File: config.mk
export PLATFORM = sky130hd
export DESIGN_NAME = button_conditioner
export DESIGN_NICKNAME = d
export VERILOG_FILES = /design/src/rtl/stopwatch_pkg.sv /design/src/rtl/button_debouncer.sv /design/src/rtl/button_conditioner.sv
export SDC_FILE = /design/constraint.sdc
export NUM_CORES = 1
export LEC_CHECK = 0
export BUFFER_PORTS_ARGS = -buffer_cell sky130_fd_sc_hd__buf_2
export CORE_UTILIZATION = 35
export DETAILED_ROUTE_END_ITERATION = 7
export SETUP_SLACK_MARGIN = 0.3
export SLEW_MARGIN = 20
export SYNTH_ARGS = -nofsm -noshare
export SYNTH_HDL_FRONTEND = slang
export SYNTH_SLANG_ARGS = --single-unit
File: constraint.sdc
create_clock -name clk -period 8.1 [get_ports clk]
set_input_delay 1.62 -clock clk [delete_from_list [all_inputs] [get_ports clk]]
set_output_delay 1.62 -clock clk [all_outputs]
set_load 0.05 [all_outputs]
File: src/rtl/stopwatch_pkg.sv
// Shared types and constants for the stopwatch input front end.
// Debounce FSM states, encoded commands and default timing.
package stopwatch_pkg;

  typedef enum logic [1:0] {
    RELEASED    = 2'd0,
    PRESS_CHK   = 2'd1,
    PRESSED     = 2'd2,
    RELEASE_CHK = 2'd3
  } btn_state_t;

  typedef enum logic [1:0] {
    CMD_ONE   = 2'd0,
    CMD_TEN   = 2'd1,
    CMD_PAUSE = 2'd2,
    CMD_CLEAR = 2'd3
  } cmd_t;

  localparam int unsigned DEBOUNCE_DEFAULT = 100_000;
  localparam int unsigned CLK_HZ           = 10_000_000;

  localparam int unsigned NUM_BTN = 4;

  // Index of each button inside the level / event vectors.
  localparam int unsigned BTN_ONE   = 0;
  localparam int unsigned BTN_TEN   = 1;
  localparam int unsigned BTN_PAUSE = 2;
  localparam int unsigned BTN_CLEAR = 3;

  function automatic logic is_down(input btn_state_t s);
    return (s == PRESSED) || (s == RELEASE_CHK);
  endfunction

endpackage

File: src/rtl/button_debouncer.sv
// One button channel: 2-flop synchronizer, debounce FSM and counter.
// Emits a single-cycle press event when a press is accepted.
module button_debouncer
  import stopwatch_pkg::*;
#(
  parameter int unsigned DEBOUNCE_CYCLES = DEBOUNCE_DEFAULT,
  parameter int unsigned CNT_W = $clog2(DEBOUNCE_CYCLES)
) (
  input  logic clk,
  input  logic rst,
  input  logic btn_raw_i,
  output logic level_o,
  output logic press_evt_o
);

  localparam logic [CNT_W-1:0] CNT_LAST =
    CNT_W'(DEBOUNCE_CYCLES - 1);
  localparam logic [CNT_W-1:0] CNT_ONE = CNT_W'(1);

  logic             sync1_q;
  logic             sync2_q;
  btn_state_t       state_q;
  btn_state_t       state_d;
  logic [CNT_W-1:0] cnt_q;
  logic [CNT_W-1:0] cnt_d;
  logic             cnt_last;

  assign cnt_last = (cnt_q == CNT_LAST);

  always_ff @(posedge clk or posedge rst) begin
    if (rst) begin
      sync1_q <= 1'b0;
      sync2_q <= 1'b0;
      state_q <= RELEASED;
      cnt_q   <= '0;
    end else begin
      sync1_q <= btn_raw_i;
      sync2_q <= sync1_q;
      state_q <= state_d;
      cnt_q   <= cnt_d;
    end
  end

  always_comb begin
    state_d = state_q;
    cnt_d   = cnt_q;
    unique case (state_q)
      RELEASED: begin
        if (sync2_q) begin
          state_d = PRESS_CHK;
          cnt_d   = CNT_ONE;
        end
      end
      PRESS_CHK: begin
        if (!sync2_q) begin
          state_d = RELEASED;
          cnt_d   = '0;
        end else if (cnt_last) begin
          state_d = PRESSED;
          cnt_d   = '0;
        end else begin
          cnt_d = cnt_q + CNT_ONE;
        end
      end
      PRESSED: begin
        if (!sync2_q) begin
          state_d = RELEASE_CHK;
          cnt_d   = CNT_ONE;
        end
      end
      RELEASE_CHK: begin
        if (sync2_q) begin
          state_d = PRESSED;
          cnt_d   = '0;
        end else if (cnt_last) begin
          state_d = RELEASED;
          cnt_d   = '0;
        end else begin
          cnt_d = cnt_q + CNT_ONE;
        end
      end
      default: begin
        state_d = RELEASED;
        cnt_d   = '0;
      end
    endcase
  end

  always_comb begin
    level_o     = is_down(state_q);
    press_evt_o = (state_q == PRESS_CHK) && sync2_q && cnt_last;
  end

endmodule

File: src/rtl/button_conditioner.sv
// Four debounced button channels with a fixed-priority command arbiter.
// Same-edge press events collapse to the highest-priority command.
module button_conditioner
  import stopwatch_pkg::*;
#(
  parameter int unsigned DEBOUNCE_CYCLES = DEBOUNCE_DEFAULT,
  parameter int unsigned CNT_W = $clog2(DEBOUNCE_CYCLES)
) (
  input  logic       clk,
  input  logic       rst,
  input  logic       one_button,
  input  logic       ten_button,
  input  logic       pause_button,
  input  logic       clear_button,
  output logic [3:0] btn_level,
  output logic       cmd_valid,
  output logic [1:0] cmd
);

  logic [NUM_BTN-1:0] raw;
  logic [NUM_BTN-1:0] level;
  logic [NUM_BTN-1:0] evt;

  logic cmd_valid_q;
  logic cmd_valid_d;
  cmd_t cmd_q;
  cmd_t cmd_d;

  assign raw = {clear_button, pause_button, ten_button, one_button};

  for (genvar i = 0; i < NUM_BTN; i++) begin : g_ch
    button_debouncer #(
      .DEBOUNCE_CYCLES(DEBOUNCE_CYCLES),
      .CNT_W          (CNT_W)
    ) u_deb (
      .clk        (clk),
      .rst        (rst),
      .btn_raw_i  (raw[i]),
      .level_o    (level[i]),
      .press_evt_o(evt[i])
    );
  end

  // Losers on the same edge are dropped, not queued.
  always_comb begin
    cmd_valid_d = |evt;
    cmd_d       = CMD_ONE;
    case (1'b1)
      evt[BTN_CLEAR]: cmd_d = CMD_CLEAR;
      evt[BTN_PAUSE]: cmd_d = CMD_PAUSE;
      evt[BTN_TEN]:   cmd_d = CMD_TEN;
      evt[BTN_ONE]:   cmd_d = CMD_ONE;
      default:        cmd_d = CMD_ONE;
    endcase
  end

  always_ff @(posedge clk or posedge rst) begin
    if (rst) begin
      cmd_valid_q <= 1'b0;
      cmd_q       <= CMD_ONE;
    end else begin
      cmd_valid_q <= cmd_valid_d;
      cmd_q       <= cmd_d;
    end
  end

  assign btn_level = level;
  assign cmd_valid = cmd_valid_q;
  assign cmd       = cmd_q;

endmodule

# --- Yosys cells after proc, flatten, opt, wreduce, memory -nomap -nowiden ---
# Index checks and enable logic that the tools add are counted.
word_totals:
  register_bits: 87
  in_bits: 6
  output_inout_bits: 7
  wordCells: 134
classes:
  n_addsub: 4
  n_eq_ne: 32
  n_mux: 55
  n_reduce_logical: 25
ops:
  columns: ["op", "n"]
  rows:
  - ["$mux W17", 20]
  - ["$pmux W17 S4", 4]
  - ["$add A17 B1 Y17 const B", 4]
  - ["$eq A17 B17 Y1 const B", 4]
  - ["$mux W2", 26]
  - ["$pmux W2 S4", 4]
  - ["$eq A2 B2 Y1 const B", 8]
  - ["$reduce_and A4 Y1", 4]
  - ["$ne A3 B1 Y1 const B", 4]
  - ["$ne A3 B3 Y1 const B", 4]
  - ["$eq A2 B1 Y1 const B", 4]
  - ["$logic_and A1 B1 Y1", 8]
  - ["$logic_not A2 Y1", 4]
  - ["$ne A2 B1 Y1 const B", 4]
  - ["$ne A2 B2 Y1 const B", 4]
  - ["$reduce_and A2 Y1", 4]
  - ["$logic_or A1 B1 Y1", 4]
  - ["$reduce_or A4 Y1", 1]
  - ["$mux W1", 1]

# --- Logic depth before layout (Yosys ltp) ---
logic_depth:
  word_depth: 6
  ltp_mapped: 8
  ltp_nobuf: 6

# --- Cells and area by module ---
# From an unflattened synthesis, not the netlist that was laid out.
hier_totals:
  hier_cells: 521
  area_unflattened_um2: 4986.0
by_module_without_submodules:
  columns: ["mod", "n_inst", "cells_per_inst", "area_per_inst_um2", "seq_area_each_um2"]
  rows:
  - ["button_debouncer (g_ch[0].u_deb ...)", 3, 129, 1238.7, 525.5]
  - ["button_debouncer (g_ch[3].u_deb)", 1, 126, 1167.4, 525.5]
  - ["button_conditioner", 1, 8, 102.6, 75.1]

# --- Worst setup path before layout ---
# No wires, ideal clock.
synth_path:
  path_type: "flip-flop to output port"
  from: "reg with a tool-made name"
  to: "out btn_level[2]"
  arrival_time_ns: 0.672
  required_time_ns: 6.480
  slack_ns: 5.808
  path_stages_with_launch: 3
  n_path_buf: 2
  path_cell_list: "dfrtp_1 > clkbuf_1 > buf_4"
synth_rtl:
  columns: ["element", "line_no", "text"]
  rows:
  - ["end, declared", "button_conditioner.sv:15", "output logic [3:0] btn_level,"]

==> impl_metrics.json <==
{
  "timing.rr.end": "g_ch[3].u_deb.cnt_q[9]",
  "cpPeakStageDelay_ps": 430,
  "yosysSeqAreaShare_pct": 48.0,
  "routedWlPerCell_um": 14.1,
  "clock_tree.root_cell": "clkbuf_16",
  "placed_area_um2": 4700,
  "final_area_um2": 5040,
  "insertedDiodeCount": 0,
  "die_height_um": 116,
  "timing.fmax_ghz": 0.374,
  "viasPerCell": 5.58,
  "cts_hold_buf": 0,
  "cts-htree-levels": 3,
  "num_rows": 41,
  "grt_pass1_vias": 3363,
  "worstPathCellList": "buf_2",
  "ys_types": 54,
  "drt_wl_total_mm": 9.33,
  "hp-class": "reg -> reg",
  "drv_slew": 0,
  "power_frac_clock_pct": 38.3,
  "cp.buffers_inverters": 1,
  "rsz0062_at_grt": "no",
  "start_util_pct": 35.9,
  "drt_iter0_drc": 196,
  "syn_area_um2": 4530,
  "hold_slack_ps": 348,
  "tightest_slew_ps": 949,
  "finalPower_mw": 1.23,
  "final_antenna_net_count": 0,
  "arrival_ps": 1050,
  "postCtsSetupBuffers": 0,
  "min_to": "g_ch[2].u_deb.sync2_q",
  "finalWorstSetupSlack_ps": 5430,
  "synth_seq_cells": 87,
  "die_w_um": 116,
  "cts-buffers-inserted": 9,
  "critPathTopFamily": "flip-flops",
  "synth_async_sr_flop_share_pct": 100,
  "min_from": "g_ch[2].u_deb.sync1_q",
  "reg2reg_from": "g_ch[3].u_deb.cnt_q[0]",
  "start_kind": "register",
  "power_switching_share_pct": 30.5,
  "grt_pass1_wl_mm": 16.2,
  "seq_power_share_pct": 41.9,
  "worstSetupPathType": "reg -> out",
  "finalHoldViolCount": 0,
  "hold_path_depth": 0,
  "cell_internal_pwr_mw": 0.851,
  "r2r_slack_ps": 5800,
  "setup_viol": 0,
  "fin_skew_ps": 7.31,
  "ir_drop_mv": 0.155,
  "grt_overflow": 0,
  "avgSynthCellArea_um2": 9.35,
  "cts-resized-gates": 0,
  "cts.sinks": 87,
  "relSlewSlack_pct": 36.2,
  "io_buffers": 12,
  "synth_ff_type": "dfrtp_1",
  "cp_slowest_cell": "dfrtp_1",
  "first_pass_iters": 5,
  "drc": 0,
  "leakagePower_nw": 2.00,
  "grt_max_degree": 49,
  "areaGrowthSynthToFinish_pct": 11.2,
  "worstPathMaxFanout": 5,
  "p_per_area_nw_per_um2": 243,
  "nNetsFinal": 496,
  "synth_fp_nets": 495,
  "status": "finished clean",
  "maxCapViolCount": 0,
  "cts_buffer_depth": 2,
  "worstSkewPairLatency_ps": 340,
  "power_frac_comb_pct": 19.8,
  "p_sw_mw": 0.374,
  "core_area_um2": 12600,
  "ios": 13,
  "grt_usage_pct": 15.2,
  "dieArea_um2": 13400,
  "min_period_ps": 2670,
  "num_vias": 3695,
  "synth-edff-count": 0,
  "dpl_worst_slack_ps": 5260,
  "syn-instance-count": 485,
  "yosysWarnings": 0,
  "dp_hpwl_mm": 6.35,
  "ff2ff_path_depth": 7,
  "setup-tns-final_ps": 0,
  "drive_above_1_share_pct": 9.59,
  "cts_tree": "built",
  "antenna_found_initial": 0,
  "place.gp.congestion": 0.820,
  "period_share_pct": 33.0,
  "cp-end-kind": "primary output",
  "required_ps": 6480,
  "clk_pin_slew_worst_paths_ps": 60
}
layout by cell type (no fill, tap or decap), types with 4 or more instances in the layout:
cell	instances
a21oi_1	28
a22o_1	10
a31oi_1	35
a41oi_1	7
buf_2	12
clkbuf_16	9
dfrtp_1	87
ha_1	4
inv_1	12
mux2i_1	5
nand2_1	56
nand3_1	34
nand4_1	14
nand4b_1	4
nor2_1	30
nor3_1	13
o21a_1	4
o21ai_0	32
or2_2	5
or3_1	13
or4b_1	4
xor2_1	7
state kept, by name, indices dropped and copies added, names as in the netlist, named ones only:
| name | count |
|---|---|
| cmd_valid | 1 |
| g_ch.u_deb.sync1_q | 4 |
| cmd | 2 |
| g_ch.u_deb.cnt_q | 68 |
| g_ch.u_deb.sync2_q | 4 |
| g_ch.u_deb.state_q | 4 |
power by group through the flow:
stage                     Combinational (mW)  Sequential (mW)  Clock (mW)
after floorplan                        0.206            0.511           0
after global placement                 0.237            0.520           0
after detailed placement               0.244            0.522           0
after CTS                              0.244            0.514       0.478
after global routing                   0.278            0.521       0.498
final                                  0.242            0.514       0.469
synth_stat cells (2+ instances only):
| library cell | n | area [um2] |
|---|---|---|
| a21o_1 | 3 | 22.5 |
| a21oi_1 | 28 | 140 |
| a22o_1 | 10 | 87.6 |
| a31o_2 | 2 | 17.5 |
| a31oi_1 | 35 | 219 |
| a41oi_1 | 7 | 61.3 |
| and2_1 | 3 | 18.8 |
| and3_1 | 2 | 12.5 |
| and4_1 | 3 | 26.3 |
| buf_2 | 2 | 10.0 |
| buf_4 | 4 | 30.0 |
| buf_6 | 2 | 22.5 |
| clkbuf_1 | 16 | 60.1 |
| dfrtp_1 | 87 | 2180 |
| ha_1 | 4 | 50.1 |
| inv_1 | 13 | 48.8 |
| mux2_2 | 3 | 33.8 |
| mux2i_1 | 5 | 50.1 |
| nand2_1 | 56 | 210 |
| nand2b_1 | 3 | 18.8 |
| nand3_1 | 34 | 170 |
| nand4_1 | 14 | 87.6 |
| nand4b_1 | 4 | 35.0 |
| nor2_1 | 31 | 116 |
| nor2_2 | 2 | 12.5 |
| nor3_1 | 13 | 65.1 |
| nor4_1 | 3 | 18.8 |
| nor4_4 | 3 | 63.8 |
| nor4bb_1 | 2 | 20.0 |
| o21a_1 | 4 | 30.0 |
| o21ai_0 | 32 | 160 |
| o22ai_1 | 3 | 18.8 |
| o311ai_0 | 2 | 17.5 |
| o31ai_1 | 2 | 15.0 |
| o41ai_1 | 2 | 17.5 |
| or2_2 | 5 | 31.3 |
| or3_1 | 13 | 81.3 |
| or4b_1 | 4 | 40.0 |
| xnor2_1 | 3 | 26.3 |
| xor2_1 | 7 | 61.3 |
per-layer routing:
layer | track usage [%] | wire length, um | up-vias
li1 | - | - | 1815
met1 | 21.2 | 4510 | 1792
met2 | 23.4 | 4300 | 75
met3 | 2.72 | 349 | 13
met4 | 6.41 | 167 | 0
met5 | 0 | 0 | -
worst max path at each step:
stage                         from                       to  slack, ps  cells after the start
after floorplan                rst                async pin       4230                      1
after global placement         rst  g_ch[1].u_deb.cnt_q[14]       5260                      3
after detailed placement       rst   g_ch[1].u_deb.cnt_q[7]       5260                      3
after CTS                 register             btn_level[1]       5400                      1
after global routing      register             btn_level[2]       5380                      1
final                     register             btn_level[2]       5430                      1
stage by stage:
stage / util (%) / std cells
floorplan: - / 485
global placement: 37.3 / 647
detailed placement: 37.3 / 647
CTS: 39.9 / 662
global route: 39.9 / 662
finish: 39.9 / 662
cell families (layout without fill, tap and decap cells):
group,Yosys count,in the layout,share of synthesized area [%]
adder cells (fa/ha/maj),4,4,1.10
AND/OR/NAND/NOR,202,202,24.1
XOR/XNOR,10,10,1.93
buffers and inverters,37,42,3.78
flip-flops,87,87,48.0
multiplexers,9,9,2.10
AO/OA/AOI/OAI,136,136,18.9
final cells by class:
type	count	area, um2
multi-input combinational	361	2190
inverter	13	50.0
clock buffer	10	229
fill	1259	7580
sequential	87	2180
tap	172	215
clock inverter	5	106
timing repair buffer	14	75.1
Power figures use the tool's default switching activity.
